$ cat src/rtl/text_console_writer.sv
// Byte-stream console front end that keeps a cursor and writes glyphs into the 80x30 word-packed text VRAM.
// Build option CONSOLE_AUTOSCROLL_EN: scroll the screen up on overflow past the last row; otherwise wrap to row 0 and blank it.
module text_console_writer #(
   parameter int COLS = 80,
   parameter int ROWS = 30
) (
   input  logic        CLK,
   input  logic        RESET,
   input  logic        CHAR_VALID,
   input  logic [7:0]  CHAR_DATA,
   output logic        CHAR_READY,
   output logic        BUSY,
   output logic [9:0]  MEM_ADDR,
   output logic        MEM_WRITE,
   output logic [3:0]  MEM_BYTE_EN,
   output logic [31:0] MEM_WRITEDATA,
   output logic        MEM_READ,
   input  logic [31:0] MEM_READDATA,
   output logic [6:0]  CURSOR_COL,
   output logic [4:0]  CURSOR_ROW
);

   localparam int WORDS     = COLS * ROWS / 4;
   localparam int ROW_WORDS = COLS / 4;
   localparam logic [6:0] LAST_COL  = 7'(COLS - 1);
   localparam logic [4:0] LAST_ROW  = 5'(ROWS - 1);
   localparam logic [9:0] LAST_WORD = 10'(WORDS - 1);
`ifdef CONSOLE_AUTOSCROLL_EN
   localparam logic [9:0] LAST_MOVE = 10'(WORDS - ROW_WORDS - 1);
`endif

   typedef enum logic [2:0] {
      IDLE      = 3'd0,
      PUT       = 3'd1,
`ifdef CONSOLE_AUTOSCROLL_EN
      SCROLL_RD = 3'd2,
      SCROLL_WR = 3'd3,
`endif
      CLEAR     = 3'd4
   } state_t;

   state_t      state;
   logic [6:0]  col;
   logic [4:0]  row;
   logic [9:0]  clear_end;
   logic [31:0] wdata_q;
`ifdef CONSOLE_AUTOSCROLL_EN
   logic [9:0]  scroll_idx;
`endif

   logic       accept;
   logic       printable;
   logic       take_newline;
   logic [9:0] cursor_word;

   // Newline can come from an explicit LF or from a glyph landing in the last column.
   always_comb begin
      accept       = CHAR_VALID && (state == IDLE);
      printable    = ((CHAR_DATA >= 8'h20) && (CHAR_DATA <= 8'h7E)) ||
                     ((CHAR_DATA >= 8'hA0) && (CHAR_DATA <= 8'hFE));
      take_newline = (accept && (CHAR_DATA == 8'h0A)) ||
                     ((state == PUT) && (col == LAST_COL));
      cursor_word  = 10'(row) * 10'(ROW_WORDS) + 10'(col[6:2]);
   end

   always_ff @(posedge CLK) begin
      if (RESET) begin
         state       <= IDLE;
         col         <= 7'd0;
         row         <= 5'd0;
         clear_end   <= 10'd0;
         wdata_q     <= 32'h0;
         MEM_ADDR    <= 10'd0;
         MEM_WRITE   <= 1'b0;
         MEM_READ    <= 1'b0;
         MEM_BYTE_EN <= 4'h0;
`ifdef CONSOLE_AUTOSCROLL_EN
         scroll_idx  <= 10'd0;
`endif
      end else begin
         MEM_WRITE   <= 1'b0;
         MEM_READ    <= 1'b0;
         MEM_ADDR    <= 10'd0;
         MEM_BYTE_EN <= 4'h0;
         wdata_q     <= 32'h0;
         case (state)
            IDLE: begin
               if (accept) begin
                  if (printable) begin
                     state       <= PUT;
                     MEM_WRITE   <= 1'b1;
                     MEM_ADDR    <= cursor_word;
                     MEM_BYTE_EN <= 4'b0001 << col[1:0];
                     wdata_q     <= {4{CHAR_DATA}};
                  end else begin
                     case (CHAR_DATA)
                        8'h0D: col <= 7'd0;
                        8'h0A: col <= 7'd0;
                        8'h08: if (col != 7'd0) col <= col - 7'd1;
                        8'h0C: begin
                           col         <= 7'd0;
                           row         <= 5'd0;
                           state       <= CLEAR;
                           MEM_WRITE   <= 1'b1;
                           MEM_ADDR    <= 10'd0;
                           MEM_BYTE_EN <= 4'hF;
                           clear_end   <= LAST_WORD;
                        end
                        default: ;
                     endcase
                  end
               end
            end
            PUT: begin
               state <= IDLE;
               if (col == LAST_COL) col <= 7'd0;
               else                 col <= col + 7'd1;
            end
`ifdef CONSOLE_AUTOSCROLL_EN
            SCROLL_RD: begin
               state       <= SCROLL_WR;
               MEM_WRITE   <= 1'b1;
               MEM_ADDR    <= scroll_idx;
               MEM_BYTE_EN <= 4'hF;
            end
            // Each word moves up one row; the final row is then blanked by CLEAR.
            SCROLL_WR: begin
               if (scroll_idx == LAST_MOVE) begin
                  state       <= CLEAR;
                  MEM_WRITE   <= 1'b1;
                  MEM_ADDR    <= LAST_MOVE + 10'd1;
                  MEM_BYTE_EN <= 4'hF;
                  clear_end   <= LAST_WORD;
               end else begin
                  scroll_idx <= scroll_idx + 10'd1;
                  state      <= SCROLL_RD;
                  MEM_READ   <= 1'b1;
                  MEM_ADDR   <= scroll_idx + 10'(ROW_WORDS) + 10'd1;
               end
            end
`endif
            CLEAR: begin
               if (MEM_ADDR == clear_end) begin
                  state <= IDLE;
               end else begin
                  MEM_WRITE   <= 1'b1;
                  MEM_ADDR    <= MEM_ADDR + 10'd1;
                  MEM_BYTE_EN <= 4'hF;
               end
            end
            default: state <= IDLE;
         endcase

         // Newline overrides whatever the state case chose for the next cycle.
         if (take_newline) begin
            if (row == LAST_ROW) begin
`ifdef CONSOLE_AUTOSCROLL_EN
               state      <= SCROLL_RD;
               scroll_idx <= 10'd0;
               MEM_READ   <= 1'b1;
               MEM_ADDR   <= 10'(ROW_WORDS);
`else
               row         <= 5'd0;
               state       <= CLEAR;
               MEM_WRITE   <= 1'b1;
               MEM_ADDR    <= 10'd0;
               MEM_BYTE_EN <= 4'hF;
               clear_end   <= 10'(ROW_WORDS - 1);
`endif
            end else begin
               row   <= row + 5'd1;
               state <= IDLE;
            end
         end
      end
   end

   assign CHAR_READY = (state == IDLE);
   assign BUSY       = (state != IDLE);
   assign CURSOR_COL = col;
   assign CURSOR_ROW = row;

`ifdef CONSOLE_AUTOSCROLL_EN
   assign MEM_WRITEDATA = (state == SCROLL_WR) ? MEM_READDATA : wdata_q;
`else
   logic unused_readdata;
   assign unused_readdata = ^MEM_READDATA;
   assign MEM_WRITEDATA   = wdata_q;
`endif

endmodule

$ cat config.mk
export PLATFORM = sky130hd
export DESIGN_NAME = text_console_writer
export DESIGN_NICKNAME = d
export VERILOG_FILES = /design/src/rtl/text_console_writer.sv
export SDC_FILE = /design/constraint.sdc
export NUM_CORES = 1
export LEC_CHECK = 0
export BUFFER_PORTS_ARGS = -buffer_cell sky130_fd_sc_hd__buf_2
export CAP_MARGIN = 30
export CORE_MARGIN = 1.5
export CORE_UTILIZATION = 45
export DETAILED_ROUTE_END_ITERATION = 10
export PLACE_DENSITY = 0.8
export SETUP_SLACK_MARGIN = 0.02
export SKIP_CTS_REPAIR_TIMING = 1
export SLEW_MARGIN = 15
export SYNTH_ARGS = -nofsm -noshare
export SYNTH_HDL_FRONTEND = slang
export SYNTH_SLANG_ARGS = --single-unit
$ cat constraint.sdc
create_clock -name CLK -period 3.55 [get_ports CLK]
set_input_delay 0.71 -clock CLK [delete_from_list [all_inputs] [get_ports CLK]]
set_output_delay 0.71 -clock CLK [all_outputs]
set_load 0.02 [all_outputs]
## After elaboration in Yosys (flattened, before gate mapping)

Index checks and enable logic that the tools add are counted.

- Div/mod/pow operators: 0
- Multiply operators: 1
- Bitwise operators: 3
- Equality and inequality tests: 17
- Add/sub/neg operators: 5
- Reduce and logical (&&, ||, !) cells: 19
- Mux-type cells: 45
- Order comparisons: 4
- Shift operators: 1

Operator list:

| cell | count |
|---|---|
| $mux W10 | 11 |
| $eq A8 B4 Y1 const B | 4 |
| $mux W5 | 6 |
| $mux W7 | 4 |
| $pmux W7 S2 | 2 |
| $mux W4 | 6 |
| $pmux W10 S2 | 1 |
| $mux W3 | 6 |
| $add A10 B1 Y10 const B | 1 |
| $add A10 B5 Y10 | 1 |
| $eq A10 B10 Y1 | 1 |
| $ge A8 B6 Y1 const B | 1 |
| $ge A8 B8 Y1 const B | 1 |
| $le A8 B7 Y1 const B | 1 |
| $le A8 B8 Y1 const B | 1 |
| $mul A5 B3 Y8 const B | 1 |
| $pmux W4 S2 | 1 |
| $reduce_bool A2 Y1 | 4 |
| $add A7 B1 Y7 const B | 1 |
| $eq A7 B7 Y1 const B | 1 |
| $reduce_bool A7 Y1 | 1 |
| $sub A7 B1 Y7 const B | 1 |
| $mux W1 | 6 |
| $ne A3 B3 Y1 const B | 2 |
| 22 further kinds | 30 |

- Logic and storage cells: 103
- Latch bits: 0
- Memory bits (writable): 0
- Output and inout port bits: 62
- Input bits: 43
- ROM bits: 0
- Flip-flop bits (word level): 72
- Memories: 0

## Depth between registers and ports, before layout

- Word-level depth: 8
- Gate-level depth with buffers: 9
- Gate-level depth less buffers: 9

## Least setup slack after synthesis

Ideal clock, no wire load.

- Kind: in2reg
- Start point: input CHAR_DATA[4]
- End point: register row[4], in the netlist CURSOR_ROW[4]
- Data required time: 3.476 ns
- Path buffers: 2
- Data arrival time: 2.616 ns
- Slack: 0.860 ns
- Stages on the path: 7
- Library setup time: 0.074 ns
- Cells stage by stage: or4_4 -> or4_1 -> buf_2 -> and2_4 -> buf_6 -> or3_1 -> a31oi_2

- Word-level cells in the longest chain between the ends: 5
- Elaborated cells on any way between the ends: 17
- Classes of those cells: order compare (4); eq/ne (3); mux (1); reduce/logical (9)

RTL lines:

| element | RTL line | RTL |
|---|---|---|
| from (decl) | 10 | `input logic [7:0] CHAR_DATA,` |
| $ge A8 B6 Y1 (tied with other cells) | 59 | `printable = ((CHAR_DATA >= 8'h20) && (CHAR_DATA <= 8'h7E)) \|\|` |
| $logic_and A1 B1 Y1, on equally long branches | 59, 60, 61 |  |
| $logic_or A1 B1 Y1, on equally long branches | 59, 61 |  |
| $ne A2 B1 Y1 (no source line) / $reduce_bool A2 Y1 (equally long branches) | n/a |  |
| $reduce_and A4 Y1 (no source line) | n/a |  |
| to (signal assigned) | 171 | `row <= row + 5'd1;` |
| to (decl) | 44 | `logic [4:0] row;` |

Several ways; a longest one is shown, not always the timed one.
A chain may end at the register's enable or synchronous reset.

## Final worst setup path

- Start point: input CHAR_DATA[4]
- End point: register MEM_ADDR[6]

- Word-level cells in the longest chain between the ends: 8
- Elaborated cells on any way between the ends: 15
- Classes of those cells: order compare (4); eq/ne (1); mux (5); reduce/logical (5)

RTL lines:

| element | RTL line | RTL |
|---|---|---|
| $ge A8 B6 Y1 (tied with other cells) | 59 |  |
| $logic_and A1 B1 Y1, on equally long branches | 59, 60 |  |
| $logic_or A1 B1 Y1 | 59 |  |
| $mux W10 | 89 | `if (printable) begin` |
| $mux W10 | 88 | `if (accept) begin` |
| $pmux W10 S2 | 86 | `case (state)` |
| $mux W10 | 156 | `if (row == LAST_ROW) begin` |
| $mux W10 (*) | 155 | `if (take_newline) begin` |
| to (signal assigned) | 92 | `MEM_ADDR <= cursor_word;` |
| to (signal assigned) | 147 | `MEM_ADDR <= MEM_ADDR + 10'd1;` |
| to (decl) | 13 | `output logic [9:0] MEM_ADDR,` |

Every way passes the cells marked *; elsewhere a longest branch is shown, timed or not.

==> results_dict.tcl <==
set metrics [dict create \
    drt_iter0_drc 181 \
    clock_sinks 47 \
    hold_depth 1 \
    hold_path_end "clear_end[3]" \
    cts_tree "done" \
    grt_max_degree 21 \
    drc 0 \
    first_pass_iters 4 \
    cp_top_family "simple AND/OR/NAND/NOR gates" \
    drv_cap 0 \
    cpPeakStageDelay_ns 0.63 \
    multi_input_area_um2 1590 \
    placedInstanceArea_um2 3090 \
    critical_path_class "primary input to flop" \
    yosysSeqAreaShare_pct 33.0 \
    cts.path.max_buffers 2 \
    regToRegEndpoint "MEM_ADDR[9]" \
    dp_slack_ns 0.637 \
    die-width_um 82.6 \
    grt_pass1_wl_um 11600 \
    regToRegSetupSlack_ns 1.08 \
    rr_worst_depth 9 \
    critPathSlowestCell "or4_1" \
    fin_crit_ns 2.61 \
    avgSynthCellArea_um2 8.43 \
    clkLatencyLatePin_ns 0.30 \
    ant_nets 0 \
    ys_async_sr_fraction_pct 0 \
    cp_cell_sequence "buf_2 > or4_4 > or4_1 > o21a_1 > nand2_1 > o22ai_1" \
    power.total_mw 1.10 \
    rsz0062_at_grt "false" \
    required_ns 3.75 \
    numPortBuffers 71 \
    cts_max_level 2 \
    vias_per_cell 5.75 \
    setup_viol 0 \
    nets 445 \
    dp_hpwl_um 5170 \
    reg2reg_from "CURSOR_ROW[2]" \
    clock_skew_ns 0.00768 \
    ys_warn_count 0 \
    synth_fa_ha_area_share_pct 8.87 \
    layout-area-overhead-vs-synth_pct 12.4 \
    boundaryPins 105 \
    synth_nets 400 \
    grt_pass1_vias 2511 \
    ys_seq_elements 47 \
    ir_drop_uv 180 \
    core.rowCount 28 \
    slew_violations 0 \
    synth_cells 338 \
    synthMuxAreaShare_pct 0.395 \
    cp_data_arrival_time_ns 2.80 \
    max_freq_mhz 384 \
    yosysMostFrequentCell "dfxtp_1" \
    final-hold-violation-count 0 \
    ff_latch_area_um2 941 \
    utilization_pct 53.2 \
    cp-start-kind "primary input" \
    gp_congestion 0.862 \
    synth_cell_types 54 \
    yosys-top-cells-count "dfxtp_1 (47), nor2_1 (26), buf_4 (25)" \
    synth_simple_gate_area_share_pct 22.3 \
    dominantRegCellSynth "dfxtp_1" \
    num_antenna_cells 0 \
    synth_top_family_by_area "simple AND/OR/NAND/NOR gates" \
    cts_buffers 5 \
    tns_ns 0 \
    post-synth-top-area-fraction_pct 33.0 \
    antenna_found_initial 0 \
    dieArea_um2 6820 \
    drive_above_1_share_pct 24.5 \
    synth_xor_area_share_pct 7.68 \
    synth_edf_count 0 \
    fin_crit_sh_pct 73.4 \
    grt_overflow_total 0 \
    cts_root_buf "clkbuf_8" \
    synth_area_leader_cell "dfxtp_1" \
    synth_compound_area_share_pct 16.3 \
    tightest_slew_ns 0.708 \
    final.fill_count 569 \
    setup_ws_ns 0.945 \
    start_util_pct 47.3 \
    num_vias 2639 \
    coreArea_um2 6030 \
    grt_usage_pct 22.2 \
    postLayoutCellArea_um2 3200 \
    wirelength_um 7140 \
    syn_area_um2 2850 \
    worstHoldStart "clear_end[3]" \
    hold_path.class "flop to flop" \
    status "completed" \
    crit_fanout 13 \
    avgRoutedWirePerCell_um 15.6 \
    power.leakage_nw 1.54 \
    synth_area_leaders "dfxtp_1 (33%), ha_1 (7.5%), buf_4 (6.6%)" \
    powerDensity_nw_per_um2 342 \
    crit_buf_inv 1 \
    endpoint_kind "flop" \
    die_h_um 82.6 \
    clk_pin_slew_worst_paths_ns 0.09 \
    slew_headroom_pct 52.7 \
]
-- per-layer routing --
layer	up-vias	track usage, %	part of all wire (%)
met5	-	0	0
met4	0	6.17	0.97
met3	10	4.40	7.2
met2	131	38.5	48
met1	1234	27.8	44
li1	1264	-	-
-- sequential cells by signal (all words and copies together) (netlist names) --
signal	flops
MEM_BYTE_EN	4
state	2
CURSOR_COL	7
MEM_WRITEDATA	8
MEM_WRITE	1
clear_end	10
MEM_ADDR	10
CURSOR_ROW	5
-- layout by cell type (no fill, tap or decap), types with 3 or more instances in the layout --
cell / n
buf_2: 71
and4_1: 3
nand2_1: 16
nor3_1: 12
o22ai_1: 5
nand4_1: 4
clkbuf_8: 5
buf_4: 5
o21a_1: 3
dfxtp_1: 47
xnor2_1: 10
nor2_1: 26
a22oi_1: 6
a21oi_1: 20
xor2_1: 15
nor4_1: 5
or3_1: 4
nor2b_1: 5
a211oi_1: 8
nand3_1: 16
o21ai_0: 7
ha_1: 17
inv_1: 20
and3_1: 12
nand2b_1: 4
-- layout make-up --
class                           count  share of cell area (%)
Tap cell                           75                    2.93
Timing Repair Buffer               76                    12.3
Clock inverter                      3                    1.37
Sequential cell                    47                    29.4
Inverter                           20                    2.34
Clock buffer                        5                    2.15
Multi-Input combinational cell    233                    49.6
-- worst reg2reg max path, delay by kind of cell, from the launching register on --
family	cells	cell delay [ns]
adders and majority gates	3	0.95
DFF	1	0.52
buffers and inverters	1	0.06
and+or+nand+nor	2	0.32
AOI/OAI and AO/OA	3	0.50
-- how the worst max path moves through the flow --
stage	start	endpoint	slack, ns	cells after the start
6_report	CHAR_DATA[4]	MEM_ADDR[6]	0.94	6
4_1_cts	CHAR_DATA[4]	MEM_ADDR[6]	0.97	6
3_3_place_gp	CHAR_DATA[4]	MEM_ADDR[8]	0.67	6
2_1_floorplan	CHAR_DATA[4]	CURSOR_ROW[4]	0.86	7
5_1_grt	CHAR_DATA[4]	MEM_ADDR[8]	0.86	6
3_5_place_dp	CHAR_DATA[4]	MEM_ADDR[6]	0.64	6
-- through the flow --
step                      hold WS [ns]  cells
after floorplan                  0.460    338
after global routing             0.515    459
after CTS                        0.498    459
after detailed placement         0.486    451
after global placement           0.472    451
final                            0.501    459
-- power by group --
part           total [mW]  switching (mW)  leakage (nW)  internal (mW)
clock network       0.398           0.188        0.0581          0.210
logic               0.144          0.0940          1.11         0.0500
registers           0.553          0.0162         0.380          0.537
-- cell families (layout without fill, tap and decap cells) --
kind of cell	after synthesis	count (layout)
XOR/XNOR	25	25
buffers and inverters	58	104
flip-flops	47	47
other	1	1
adder cells (fa/ha/maj)	19	19
multiplexers	1	1
AND/OR/NAND/NOR	119	119
AO/OA/AOI/OAI	68	68
Note: power is estimated with default switching activity, not from simulation.
